[src/rtl/economy_unit_pkg.sv]
// economy_unit_pkg: shared state type, price tables and money helpers for economy_unit
package economy_unit_pkg;
  localparam int MONEY_W = 15;
  localparam int DEF_TOWER_CNT_MAX = 150;
  typedef enum logic [1:0] {IDLE, RUN, SPAWN} state_e;
  typedef logic [MONEY_W-1:0] money_t;
  localparam money_t UNIT_COST [8] = '{15'd75, 15'd150, 15'd240, 15'd350,
                                       15'd750, 15'd1500, 15'd2000, 15'd2400};
  function automatic money_t income(input logic [2:0] lvl);
    return money_t'(lvl) + 15'd2;
  endfunction
  function automatic money_t money_cap(input logic [2:0] lvl);
    return 15'd1000 + 15'd500 * money_t'(lvl);
  endfunction
  function automatic money_t upgrade_cost(input logic [2:0] lvl);
    return 15'd100 + 15'd100 * money_t'(lvl);
  endfunction
endpackage

[src/rtl/economy_unit_click.sv]
// click_edge: rising-edge detector for the raw mouse button
//   clk_i, rst_n_i (sync active-low), clr_i (forget previous level), lvl_i (raw), rise_o (edge)
module click_edge (
  input  logic clk_i,
  input  logic rst_n_i,
  input  logic clr_i,
  input  logic lvl_i,
  output logic rise_o
);
  logic prev_q;
  always_ff @(posedge clk_i)
    prev_q <= (!rst_n_i || clr_i) ? 1'b0 : lvl_i;
  assign rise_o = lvl_i & ~prev_q;
endmodule

[src/rtl/economy_unit.sv]
// economy_unit: money, purse, unit purchase and fire-tower bookkeeping for the game
//   in : clk_25MHz, rst (sync active-low), frame_tick, game_init, game_active,
//        mouse_l, mouse_in_frame[9:0] ([0] purse, [8:1] slots, [9] fire), spawn_ready
//   out: money, purse_level, able_to_upgrade, tower_cnt, spawn_valid, spawn_type, fire_pulse
module economy_unit
  import economy_unit_pkg::*;
#(
  parameter int TOWER_CNT_MAX = DEF_TOWER_CNT_MAX,
  parameter int INCOME_DIV    = 6
) (
  input  logic        clk_25MHz,
  input  logic        rst,
  input  logic        frame_tick,
  input  logic        game_init,
  input  logic        game_active,
  input  logic        mouse_l,
  input  logic [9:0]  mouse_in_frame,
  input  logic        spawn_ready,
  output logic [14:0] money,
  output logic [2:0]  purse_level,
  output logic        able_to_upgrade,
  output logic [7:0]  tower_cnt,
  output logic        spawn_valid,
  output logic [2:0]  spawn_type,
  output logic        fire_pulse
);
  state_e state_q, state_d;
  money_t money_q, money_d, cost, cap, raw;
  logic [2:0] level_q, level_d, type_q, type_d, slot;
  logic [7:0] tower_q, tower_d, div_q, div_d;
  logic fire_q, fire_d;
  logic click, one_hot, active, tick, inc_tick, slot_hit, tower_full;
  logic buy_unit, buy_purse, fire;

  click_edge u_click (
    .clk_i  (clk_25MHz),
    .rst_n_i(rst),
    .clr_i  (game_init),
    .lvl_i  (mouse_l),
    .rise_o (click)
  );

  always_comb begin
    one_hot = $onehot(mouse_in_frame);
    active = state_q != IDLE && game_active;
    tick = active && frame_tick;
    slot = 3'd0;
    for (int i = 1; i < 9; i++) if (mouse_in_frame[i]) slot = 3'(i - 1);
    slot_hit = one_hot && |mouse_in_frame[8:1];
    tower_full = tower_q == 8'(TOWER_CNT_MAX);
    inc_tick = tick && div_q == 8'(INCOME_DIV - 1);
    able_to_upgrade = level_q != 3'd7 && money_q >= upgrade_cost(level_q);
    buy_unit = click && slot_hit && state_q == RUN && game_active && money_q >= UNIT_COST[slot];
    buy_purse = click && active && one_hot && mouse_in_frame[0] && able_to_upgrade;
    fire = click && active && one_hot && mouse_in_frame[9] && tower_full;
    cost = buy_unit ? UNIT_COST[slot] : buy_purse ? upgrade_cost(level_q) : '0;
    level_d = level_q + 3'(buy_purse);
    // income uses the level in force this cycle, the cap the level after any upgrade
    cap = money_cap(level_d);
    raw = money_q - cost + (inc_tick ? income(level_q) : '0);
    money_d = raw > cap ? cap : raw;
    div_d = !tick ? div_q : inc_tick ? 8'd0 : div_q + 8'd1;
    tower_d = fire ? 8'd0 : (tick && !tower_full) ? tower_q + 8'd1 : tower_q;
    fire_d = fire;
    type_d = buy_unit ? slot : type_q;
    state_d = buy_unit ? SPAWN : (state_q == SPAWN && spawn_ready) ? RUN : state_q;
    if (!game_active) state_d = IDLE;
    if (game_init) begin
      state_d = RUN;
      money_d = '0;
      level_d = 3'd0;
      tower_d = 8'd0;
      div_d = 8'd0;
      fire_d = 1'b0;
    end
  end

  always_ff @(posedge clk_25MHz)
    if (!rst) begin
      state_q <= IDLE;
      money_q <= '0;
      level_q <= 3'd0;
      type_q <= 3'd0;
      tower_q <= 8'd0;
      div_q <= 8'd0;
      fire_q <= 1'b0;
    end else begin
      state_q <= state_d;
      money_q <= money_d;
      level_q <= level_d;
      type_q <= type_d;
      tower_q <= tower_d;
      div_q <= div_d;
      fire_q <= fire_d;
    end

  assign money = money_q;
  assign purse_level = level_q;
  assign tower_cnt = tower_q;
  assign spawn_valid = state_q == SPAWN;
  assign spawn_type = type_q;
  assign fire_pulse = fire_q;
endmodule

[config.mk]
export PLATFORM = sky130hd
export DESIGN_NAME = economy_unit
export DESIGN_NICKNAME = d
export VERILOG_FILES = /design/src/rtl/economy_unit_pkg.sv /design/src/rtl/economy_unit_click.sv /design/src/rtl/economy_unit.sv
export SDC_FILE = /design/constraint.sdc
export NUM_CORES = 1
export LEC_CHECK = 0
export BUFFER_PORTS_ARGS = -buffer_cell sky130_fd_sc_hd__clkbuf_2
export CAP_MARGIN = 20
export CORE_ASPECT_RATIO = 1.25
export CORE_MARGIN = 8
export CORE_UTILIZATION = 61
export CTS_CLUSTER_SIZE = 8
export DETAILED_ROUTE_END_ITERATION = 10
export PLACE_DENSITY = 0.82
export REMOVE_ABC_BUFFERS = 1
export SLEW_MARGIN = 25
export SYNTH_ARGS = -nofsm -noshare
export SYNTH_HDL_FRONTEND = slang
export SYNTH_SLANG_ARGS = --single-unit
[constraint.sdc]
create_clock -name clk_25MHz -period 10.7 [get_ports clk_25MHz]
set_input_delay 0.535 -clock clk_25MHz [delete_from_list [all_inputs] [get_ports clk_25MHz]]
set_output_delay 0.535 -clock clk_25MHz [all_outputs]
set_load 0.05 [all_outputs]
==> flow_summary.ini <==
[power_and_ir_drop]
ir_drop_mv = 0.102
switchingPower_mw = 0.405
switching_share = 0.472
internal-power_mw = 0.453
p_comb_frac = 0.638
clkPwrFrac = 0.152
power_frac_seq = 0.210
power.density_nw_per_um2 = 171
p_leak_nw = 2.41

[detailed_routing]
drc = 0
initialDrtViolationCount = 280
wirelength_microns = 11500
vias_per_cell = 6.02
first_pass_iters = 4
routedWlPerCell_microns = 16.5
vias = 4187
ant_nets = 0

[timing]
fmax_ghz = 0.117
max-slew-margin-rel = 0.399
post-route-min-period_ns = 8.57
drv_slew = 0
tightestPinTransition_ns = 0.901
min_period_over_period = 0.801
rsz0062_at_grt = no
worst_clock_skew_ns = 0.0127
setup_ws_ns = 2.13
setup_viol = 0
setup_tns_ns = 0
finalHoldViolCount = 0

[cts]
clkSinkCount = 41
ctsRootBufferMaster = clkbuf_8
postCtsSetupRepairBufs = 0
clkLatencyLatePin_ns = 0.30
cts_inserted_buffers = 5
clk_pin_slew_ns = 0.09
cts_tree = done
holdBufCountCts = 0
cts_max_level = 2
clockBufferDepth = 2
ctsResizeCount = 0

[floorplanning]
rows = 35
coreArea_sq_um = 7310
start_util = 0.625
ioPinCount = 49
fp.dieW_microns = 93.4
die_area_sq_um = 10500
die_h_microns = 113

[yosys]
synth_cells = 556
synth_edf_count = 0
netlist_area_sq_um = 4570
ys_types = 55
synth-seq-cells = 41
syn_avg_cell_area_sq_um = 8.22
ys_warn_count = 0
yosys_most_used_dff = dfxtp_1
yosysSeqAreaShare = 0.180
async_flop_share = 0

[critical_path]
path_buf_inv = 7
cp_max_fo = 13
worst_setup_path_start_kind = input port
cp.arrival_ns = 8.75
slowest_delay_ns = 0.59
cp_top_family = adder cells
end_kind = flop
critPathRequiredTime_ns = 10.88
critical_path_class = in -> reg
cpMaxStageDelayCell = fa_1
crit_top_cell = fa_1

[global_route]
first_global_vias = 4141
grt_max_degree = 30
gr-total-overflow = 0
grt_pass1_wl_microns = 18800
antenna_found_initial = 0
grt_usage = 0.216

[outcome]
outcome = completed

[cells_and_area]
n_fill_cell = 580
final_net_count = 724
drive_above_1_share = 0.103
multi_input_area_sq_um = 3490
antenna_cells = 0
regArea_sq_um = 821
area_growth_pct = 9.42

[run]
max_cap_violations = 0

[place]
dpl.hpwl_microns = 9580
pre_cts_slack_ns = 1.85
gp_congestion = 0.988
portBuffers = 48

[worst_hold_path]
hold_path.class = in -> reg
Yosys cell counts (6+ instances only):
cell type,instances,area (sq um)
xnor2_1,14,123
o21a_1,8,60.1
nand2_1,55,206
mux2i_1,8,80.1
nand4_1,13,81.3
fa_1,15,300
a21oi_1,25,125
nor2_1,51,191
nand2b_1,7,43.8
a21o_1,6,45.0
ha_1,89,1110
nand3_1,14,70.1
clkbuf_1,6,22.5
o21ai_0,19,95.1
o211ai_1,6,45.0
nor3_1,16,80.1
xor2_1,18,158
a211oi_1,14,105
dfxtp_1,41,821
inv_1,57,214
nor2b_1,8,50.1
final cells by class:
type | count | area share
clock buffers | 5 | 0.0138
inverters | 57 | 0.0428
well taps | 92 | 0.0230
clock inverters | 3 | 0.00926
flip-flops and latches | 41 | 0.164
multi-input cells | 449 | 0.698
repair buffers | 49 | 0.0495
final timing paths:
| path | to | depth (start not counted) | start | slack, ns |
|---|---|---|---|---|
| worst min register to register | spawn_type[2]$_SDFFE_PN0P_ | 2 | spawn_type[2]$_SDFFE_PN0P_ | 0.50 |
| worst max register to register | money[2]$_SDFF_PP0_ | 30 | purse_level[1]$_SDFF_PP0_ | 2.52 |
| worst min-delay path | u_click.prev_q$_SDFF_PP0_ | 2 | mouse_l | 0.46 |
| worst max-delay path | money[2]$_SDFF_PP0_ | 33 | mouse_in_frame[0] | 2.13 |
routing by layer:
metal,track usage,share of wire,up-vias
li1,-,-,2061
met1,0.252,0.41,1946
met2,0.370,0.49,136
met3,0.0238,0.052,44
met4,0.124,0.049,0
met5,0,0,-
cell families after synthesis:
group / after synthesis / synth area share
AND/OR/NAND/NOR: 186 / 0.194
multiplexers: 11 / 0.0249
flip-flops: 41 / 0.180
buffers and inverters: 67 / 0.0580
adder cells (fa/ha/maj): 104 / 0.309
other: 1 / 0.000820
XOR/XNOR: 32 / 0.0613
AO/OA/AOI/OAI: 114 / 0.172
flip-flops by register name (all words and copies together) (netlist names):
name            cells
div_q               8
money              15
u_click.prev_q      1
spawn_type          3
state_q             2
purse_level         3
tower_cnt           8
fire_pulse          1
metrics by stage:
stage	utilization	hold slack (ns)	cells	cell area, sq um	power (mW)
2_1_floorplan	-	0.480	547	4520	0.600
3_3_place_gp	0.668	0.483	688	4890	0.696
3_5_place_dp	0.668	0.494	688	4890	0.719
4_1_cts	0.684	0.467	696	5000	0.851
5_1_grt	0.684	0.464	696	5000	0.922
6_report	0.684	0.465	696	5000	0.857
power by group through the flow:
stage | Sequential, mW | Clock, mW | Combinational, mW
2_1_floorplan | 0.214 | 0 | 0.386
3_3_place_gp | 0.183 | 0 | 0.514
3_5_place_dp | 0.183 | 0 | 0.536
4_1_cts | 0.180 | 0.131 | 0.540
5_1_grt | 0.182 | 0.137 | 0.602
6_report | 0.180 | 0.130 | 0.547
worst reg2reg max path: cells and delay by family (launching register included):
| kind | cells | cell delay [ns] |
|---|---|---|
| simple gates | 7 | 1.07 |
| fa+ha+maj | 9 | 2.89 |
| flops | 1 | 0.57 |
| buf+inv | 5 | 0.59 |
| compound gates | 6 | 1.86 |
| xor+xnor | 2 | 0.67 |
| mux | 1 | 0.41 |
cell usage in the layout, fill, tap and decap left out, types with 7 or more instances in the layout:
cell type  instances
mux2i_1            8
nand4_1           13
nand2b_1           7
xor2_1            18
o21ai_0           19
a21oi_1           25
xnor2_1           14
nor3_1            16
nand3_1           14
a211oi_1          14
fa_1              15
inv_1             57
o21a_1             8
ha_1              89
nor2_1            51
clkbuf_2          48
nor2b_1            8
dfxtp_1           41
nand2_1           55
Note: power is estimated with default switching activity, not from simulation.
